==> config.mk <==
export PLATFORM = sky130hd
export DESIGN_NAME = noc_flit_packetizer
export DESIGN_NICKNAME = d
export VERILOG_FILES = /design/src/rtl/noc_config_pkg.sv /design/src/rtl/noc_flit_packetizer.sv
export SDC_FILE = /design/constraint.sdc
export NUM_CORES = 1
export LEC_CHECK = 0
export CAP_MARGIN = 40
export CORE_ASPECT_RATIO = 0.75
export CORE_MARGIN = 5
export CORE_UTILIZATION = 43
export DETAILED_ROUTE_END_ITERATION = 8
export GPL_ROUTABILITY_DRIVEN = 0
export PLACE_DENSITY = 0.86
export SLEW_MARGIN = 20
export SYNTH_ARGS = -nofsm -noshare
export SYNTH_HDL_FRONTEND = slang
export SYNTH_SLANG_ARGS = --single-unit
==> constraint.sdc <==
create_clock -name clk -period 3.8 [get_ports clk]
set_input_delay 0.76 -clock clk [delete_from_list [all_inputs] [get_ports clk]]
set_output_delay 0.76 -clock clk [all_outputs]
set_load 0.005 [all_outputs]
==> src/rtl/noc_config_pkg.sv <==
// Shared NoC definitions: head-flit layout, packet types and head packing.
// Used by the local-port packetizer and the matching receiver.
package noc_config_pkg;

  localparam int HF_DEST_X_LSB = 0;
  localparam int HF_DEST_Y_LSB = 4;
  localparam int HF_SRC_X_LSB  = 8;
  localparam int HF_SRC_Y_LSB  = 12;
  localparam int HF_TYPE_LSB   = 16;
  localparam int HF_TAG_LSB    = 18;
  localparam int HF_LEN_LSB    = 26;
  localparam int HF_COORD_W    = 4;
  localparam int HF_TYPE_W     = 2;
  localparam int HF_TAG_W      = 8;
  localparam int HF_LEN_W      = 6;
  localparam int HF_W          = 32;

  typedef enum logic [1:0] {
    PKT_READ,
    PKT_WRITE,
    PKT_RESP,
    PKT_MSG
  } pkt_type_e;

  typedef enum logic {
    ST_IDLE,
    ST_BODY
  } pkt_state_e;

  // Field order mirrors the wire layout, MSB first.
  typedef struct packed {
    logic [HF_LEN_W-1:0]   len;
    logic [HF_TAG_W-1:0]   tag;
    logic [HF_TYPE_W-1:0]  ptype;
    logic [HF_COORD_W-1:0] src_y;
    logic [HF_COORD_W-1:0] src_x;
    logic [HF_COORD_W-1:0] dest_y;
    logic [HF_COORD_W-1:0] dest_x;
  } head_t;

  function automatic logic [HF_W-1:0] pack_head(
    input logic [3:0] dest_x,
    input logic [3:0] dest_y,
    input logic [3:0] src_x,
    input logic [3:0] src_y,
    input logic [1:0] ptype,
    input logic [7:0] tag,
    input logic [5:0] len
  );
    head_t h;
    h.dest_x = dest_x;
    h.dest_y = dest_y;
    h.src_x  = src_x;
    h.src_y  = src_y;
    h.ptype  = ptype;
    h.tag    = tag;
    h.len    = len;
    return h;
  endfunction

endpackage

==> src/rtl/noc_flit_packetizer.sv <==
// Local-port NI transmitter: request + payload words -> head/body flits.
// Define NOC_FLIT_PACKETIZER_PARITY_EN to register even parity per flit.
module noc_flit_packetizer
  import noc_config_pkg::*;
#(
  parameter int X           = 0,
  parameter int Y           = 0,
  parameter int DATA_WIDTH  = 32,
  parameter int MAX_PAYLOAD = 8
) (
  input  logic                  clk,
  input  logic                  rst,
  input  logic                  req_valid,
  output logic                  req_ready,
  input  logic [3:0]            req_dest_x,
  input  logic [3:0]            req_dest_y,
  input  logic [1:0]            req_type,
  input  logic [7:0]            req_tag,
  input  logic [5:0]            req_length,
  input  logic                  pay_valid,
  output logic                  pay_ready,
  input  logic [DATA_WIDTH-1:0] pay_data,
  output logic                  flit_valid,
  input  logic                  flit_ready,
  output logic                  flit_head,
  output logic                  flit_tail,
  output logic [DATA_WIDTH-1:0] flit_data,
  output logic                  flit_parity,
  output logic                  err_length
);

  localparam logic [5:0] MAX_LEN = 6'(MAX_PAYLOAD);
  localparam logic [3:0] SRC_X   = 4'(X);
  localparam logic [3:0] SRC_Y   = 4'(Y);

  pkt_state_e            state;
  pkt_state_e            state_nxt;
  logic [5:0]            remaining;
  logic [5:0]            rem_nxt;
  logic                  valid_nxt;
  logic                  head_nxt;
  logic                  tail_nxt;
  logic [DATA_WIDTH-1:0] data_nxt;
  logic                  err_nxt;
  logic                  out_free;
  logic                  over;
  logic [5:0]            eff_len;
  logic                  req_fire;
  logic                  pay_fire;

  assign out_free  = !flit_valid || flit_ready;
  assign req_ready = !rst && (state == ST_IDLE) && out_free;
  assign pay_ready = !rst && (state == ST_BODY) && out_free;
  assign req_fire  = req_valid && req_ready;
  assign pay_fire  = pay_valid && pay_ready;
  assign over      = req_length > MAX_LEN;
  assign eff_len   = over ? MAX_LEN : req_length;

  always_comb begin
    state_nxt = state;
    rem_nxt   = remaining;
    valid_nxt = flit_valid && !flit_ready;
    head_nxt  = flit_head;
    tail_nxt  = flit_tail;
    data_nxt  = flit_data;
    err_nxt   = 1'b0;
    unique case (1'b1)
      state == ST_IDLE: begin
        if (req_fire) begin
          valid_nxt = 1'b1;
          head_nxt  = 1'b1;
          err_nxt   = over;
          data_nxt  = DATA_WIDTH'(pack_head(req_dest_x, req_dest_y,
                        SRC_X, SRC_Y, req_type, req_tag, eff_len));
          if (eff_len == 6'd0) begin
            tail_nxt = 1'b1;
          end else begin
            tail_nxt  = 1'b0;
            rem_nxt   = eff_len;
            state_nxt = ST_BODY;
          end
        end
      end
      state == ST_BODY: begin
        if (pay_fire) begin
          valid_nxt = 1'b1;
          head_nxt  = 1'b0;
          data_nxt  = pay_data;
          rem_nxt   = remaining - 6'd1;
          tail_nxt  = (remaining == 6'd1);
          if (remaining == 6'd1) state_nxt = ST_IDLE;
        end
      end
      default: ;
    endcase
  end

  always_ff @(posedge clk) begin
    if (rst) begin
      state      <= ST_IDLE;
      remaining  <= '0;
      flit_valid <= 1'b0;
      flit_head  <= 1'b0;
      flit_tail  <= 1'b0;
      flit_data  <= '0;
      err_length <= 1'b0;
    end else begin
      state      <= state_nxt;
      remaining  <= rem_nxt;
      flit_valid <= valid_nxt;
      flit_head  <= head_nxt;
      flit_tail  <= tail_nxt;
      flit_data  <= data_nxt;
      err_length <= err_nxt;
    end
  end

`ifdef NOC_FLIT_PACKETIZER_PARITY_EN
  always_ff @(posedge clk) begin
    if (rst) flit_parity <= 1'b0;
    else     flit_parity <= ^data_nxt;
  end
`else
  assign flit_parity = 1'b0;
`endif

endmodule

==> flow_summary.json <==
{
  "clk_pin_slew_ps": 80,
  "cts_max_path_buffers": 2,
  "slew_headroom": 0.604,
  "htreeDepth": 2,
  "path_max_fanout": 2,
  "fmax_ghz": 0.363,
  "max_cap_viol_count": 0,
  "critical_path_class": "input pin to primary output",
  "cp.required_ps": 3040,
  "cts_tree": "built",
  "n_antenna_cell": 0,
  "ios": 100,
  "io_buffers": 98,
  "status": "finished, final reports clean",
  "fin_area_um2": 3030,
  "dr.pass1.iters": 5,
  "ir_drop_uv": 223,
  "grt_pass1_vias": 1816,
  "fin_nets": 367,
  "overflow": 0,
  "postRouteAntennaNets": 0,
  "end_kind": "primary output",
  "rows": 21,
  "cp_common_cell": "clkdlybuf4s50_1",
  "crit_path_start_kind": "input pin",
  "maxSlewViolCount": 0,
  "wire_per_inst_um": 15.1,
  "worst_pin_slew_ps": 593,
  "synth-edff-count": 0,
  "dp_hpwl_um": 4130,
  "post-route-period-util": 0.725,
  "setup_violations": 0,
  "powerDensity_nw_per_um2": 364,
  "grt_max_degree": 25,
  "initial_core_util": 0.441,
  "cp.depth": 4,
  "drt_iter0_drc": 68,
  "crit_slowest_cell": "clkdlybuf4s50_1",
  "cts_buffers": 5,
  "cts.repair.resized": 0,
  "skew_ps": 4.77,
  "synthCells": 213,
  "placed_area_um2": 2930,
  "hold_depth": 2,
  "die_w_um": 87.7,
  "drive_above_1_share": 0.0625,
  "syn_to_final_growth_pct": 55.8,
  "antenna_found_initial": 0,
  "cts-root-buf": "clkbuf_8",
  "crit_family": "buffers and inverters",
  "seq_area_frac_synth": 0.442,
  "drcViolationCount": 0,
  "synth_nets": 276,
  "r2r.worst_path.cells": 5,
  "rrSetupSlack_ps": 1440,
  "async_flop_share": 0,
  "cp_cell_sequence": "clkdlybuf4s50_1 -> nor2b_1 -> nor3b_1 -> clkdlybuf4s50_1",
  "avgSynthCellArea_um2": 9.13,
  "clk-insertion-delay-late_ps": 290,
  "crit_buf_inv": 2,
  "cts_hold_buffers": 0,
  "wirelength_um": 5450,
  "grtUsageTotal": 0.184,
  "core_area_um2": 4410,
  "cts_setup_buffers": 0,
  "tns_ps": 0,
  "post-route-min-period_ps": 2750,
  "arrival_ps": 1990,
  "viasPerCell": 5.24,
  "rsz0062_at_grt": "false",
  "ys_ff_latch": 43,
  "die_area_um2": 5980,
  "min_path_type": "flip-flop to flip-flop",
  "hold_violations": 0,
  "num_vias": 1890,
  "die_y_um": 68.3,
  "cpPeakStageDelay_ps": 530,
  "synth_cell_types": 38,
  "power_leakage_nw": 1.10,
  "syn_area_um2": 1950,
  "yosys_most_used_dff": "dfxtp_1",
  "cts.sinks": 43,
  "yosysWarnings": 0,
  "grt_pass1_wl_um": 8510
}
-- cell usage in the layout, fill, tap and decap left out, types with 4 or more instances in the layout --
master and n:
buf_4 4, a22oi_1 11, nand2_1 7, mux2i_1 19
nor3_1 7, nor2_1 39, clkdlybuf4s50_1 97, a21oi_1 6
a211oi_1 20, clkbuf_8 5, dfxtp_1 42, inv_1 6
-- worst paths after layout --
kind / startpoint / to
setup / recovery: flit_ready / pay_ready
hold / removal: remaining[5] / remaining[5]
setup reg to reg: state / remaining[4]
hold reg to reg: remaining[5] / remaining[5]
-- layout make-up --
type | instances | area, um2
Multi-Input combinational cell | 146 | 966
Tap cell | 57 | 71.3
Clock buffer | 6 | 72.6
Fill cell | 374 | 1380
Inverter | 6 | 22.5
Clock inverter | 1 | 30.0
Sequential cell | 43 | 862
Timing Repair Buffer | 102 | 1010
-- where the power goes --
group / leakage (nW) / switching (mW) / internal [mW]
registers: 0.353 / 0.0252 / 0.483
logic: 0.696 / 0.101 / 0.152
clock network: 0.0513 / 0.148 / 0.193
-- layer usage --
| metal | wire length (um) | global-route usage | share of wire | vias to the layer above |
|---|---|---|---|---|
| li1 | - | - | - | 947 |
| met1 | 2290 | 0.224 | 0.42 | 862 |
| met2 | 2640 | 0.310 | 0.48 | 72 |
| met3 | 431 | 0.0505 | 0.079 | 9 |
| met4 | 83 | 0.0709 | 0.015 | 0 |
| met5 | 0 | 0 | 0 | - |
-- synth_stat cells (2+ instances only) --
master / count / area [um2]
buf_4: 3 / 22.5
nor4_1: 2 / 12.5
a21oi_1: 6 / 30.0
a311oi_1: 3 / 26.3
nand3_1: 3 / 15.0
nor3_1: 7 / 35.0
mux2i_1: 19 / 190
a221oi_1: 2 / 17.5
a22oi_1: 11 / 82.6
buf_2: 8 / 40.0
nor4_2: 2 / 25.0
o32ai_1: 2 / 17.5
a21o_1: 2 / 15.0
dfxtp_1: 43 / 861
nor2_2: 2 / 12.5
nand2b_1: 2 / 12.5
clkbuf_1: 5 / 18.8
ha_1: 2 / 25.0
o21a_1: 2 / 15.0
a211oi_1: 20 / 150
nor2_1: 39 / 146
inv_1: 6 / 22.5
nand2_1: 7 / 26.3
-- flip-flops by register name (all words and copies together) (netlist names) --
| register | flops |
|---|---|
| flit_data | 32 |
| flit_head | 1 |
| state | 1 |
| flit_tail | 1 |
| remaining | 6 |
| err_length | 1 |
| flit_valid | 1 |
-- cell families after synthesis --
kind of cell,share of synthesized area
AND/OR/NAND/NOR,0.179
AO/OA/AOI/OAI,0.205
flip-flops,0.442
buffers and inverters,0.0611
multiplexers,0.0977
adder cells (fa/ha/maj),0.0129
other,0.00193
-- worst register-to-register path, cell delays in order (launching register included) --
cell and delay [ps]:
dfxtp_2 670, buf_4 350, and4b_1 620, a21oi_4 130, o31a_1 310, o21a_1 180
-- through the flow --
step / instances / hold slack, ps / utilization / setup slack, ps / total power, mW
CTS: 361 / 482 / 0.687 / 1030 / 1.11
finish: 361 / 481 / 0.687 / 1050 / 1.10
global placement: 354 / 454 / 0.663 / 1060 / 0.766
floorplan: 213 / 443 / - / 1710 / 0.632
global route: 361 / 520 / 0.687 / 1010 / 1.16
detailed placement: 354 / 472 / 0.663 / 1050 / 0.772
No activity file was read; power rests on OpenSTA's default activity.
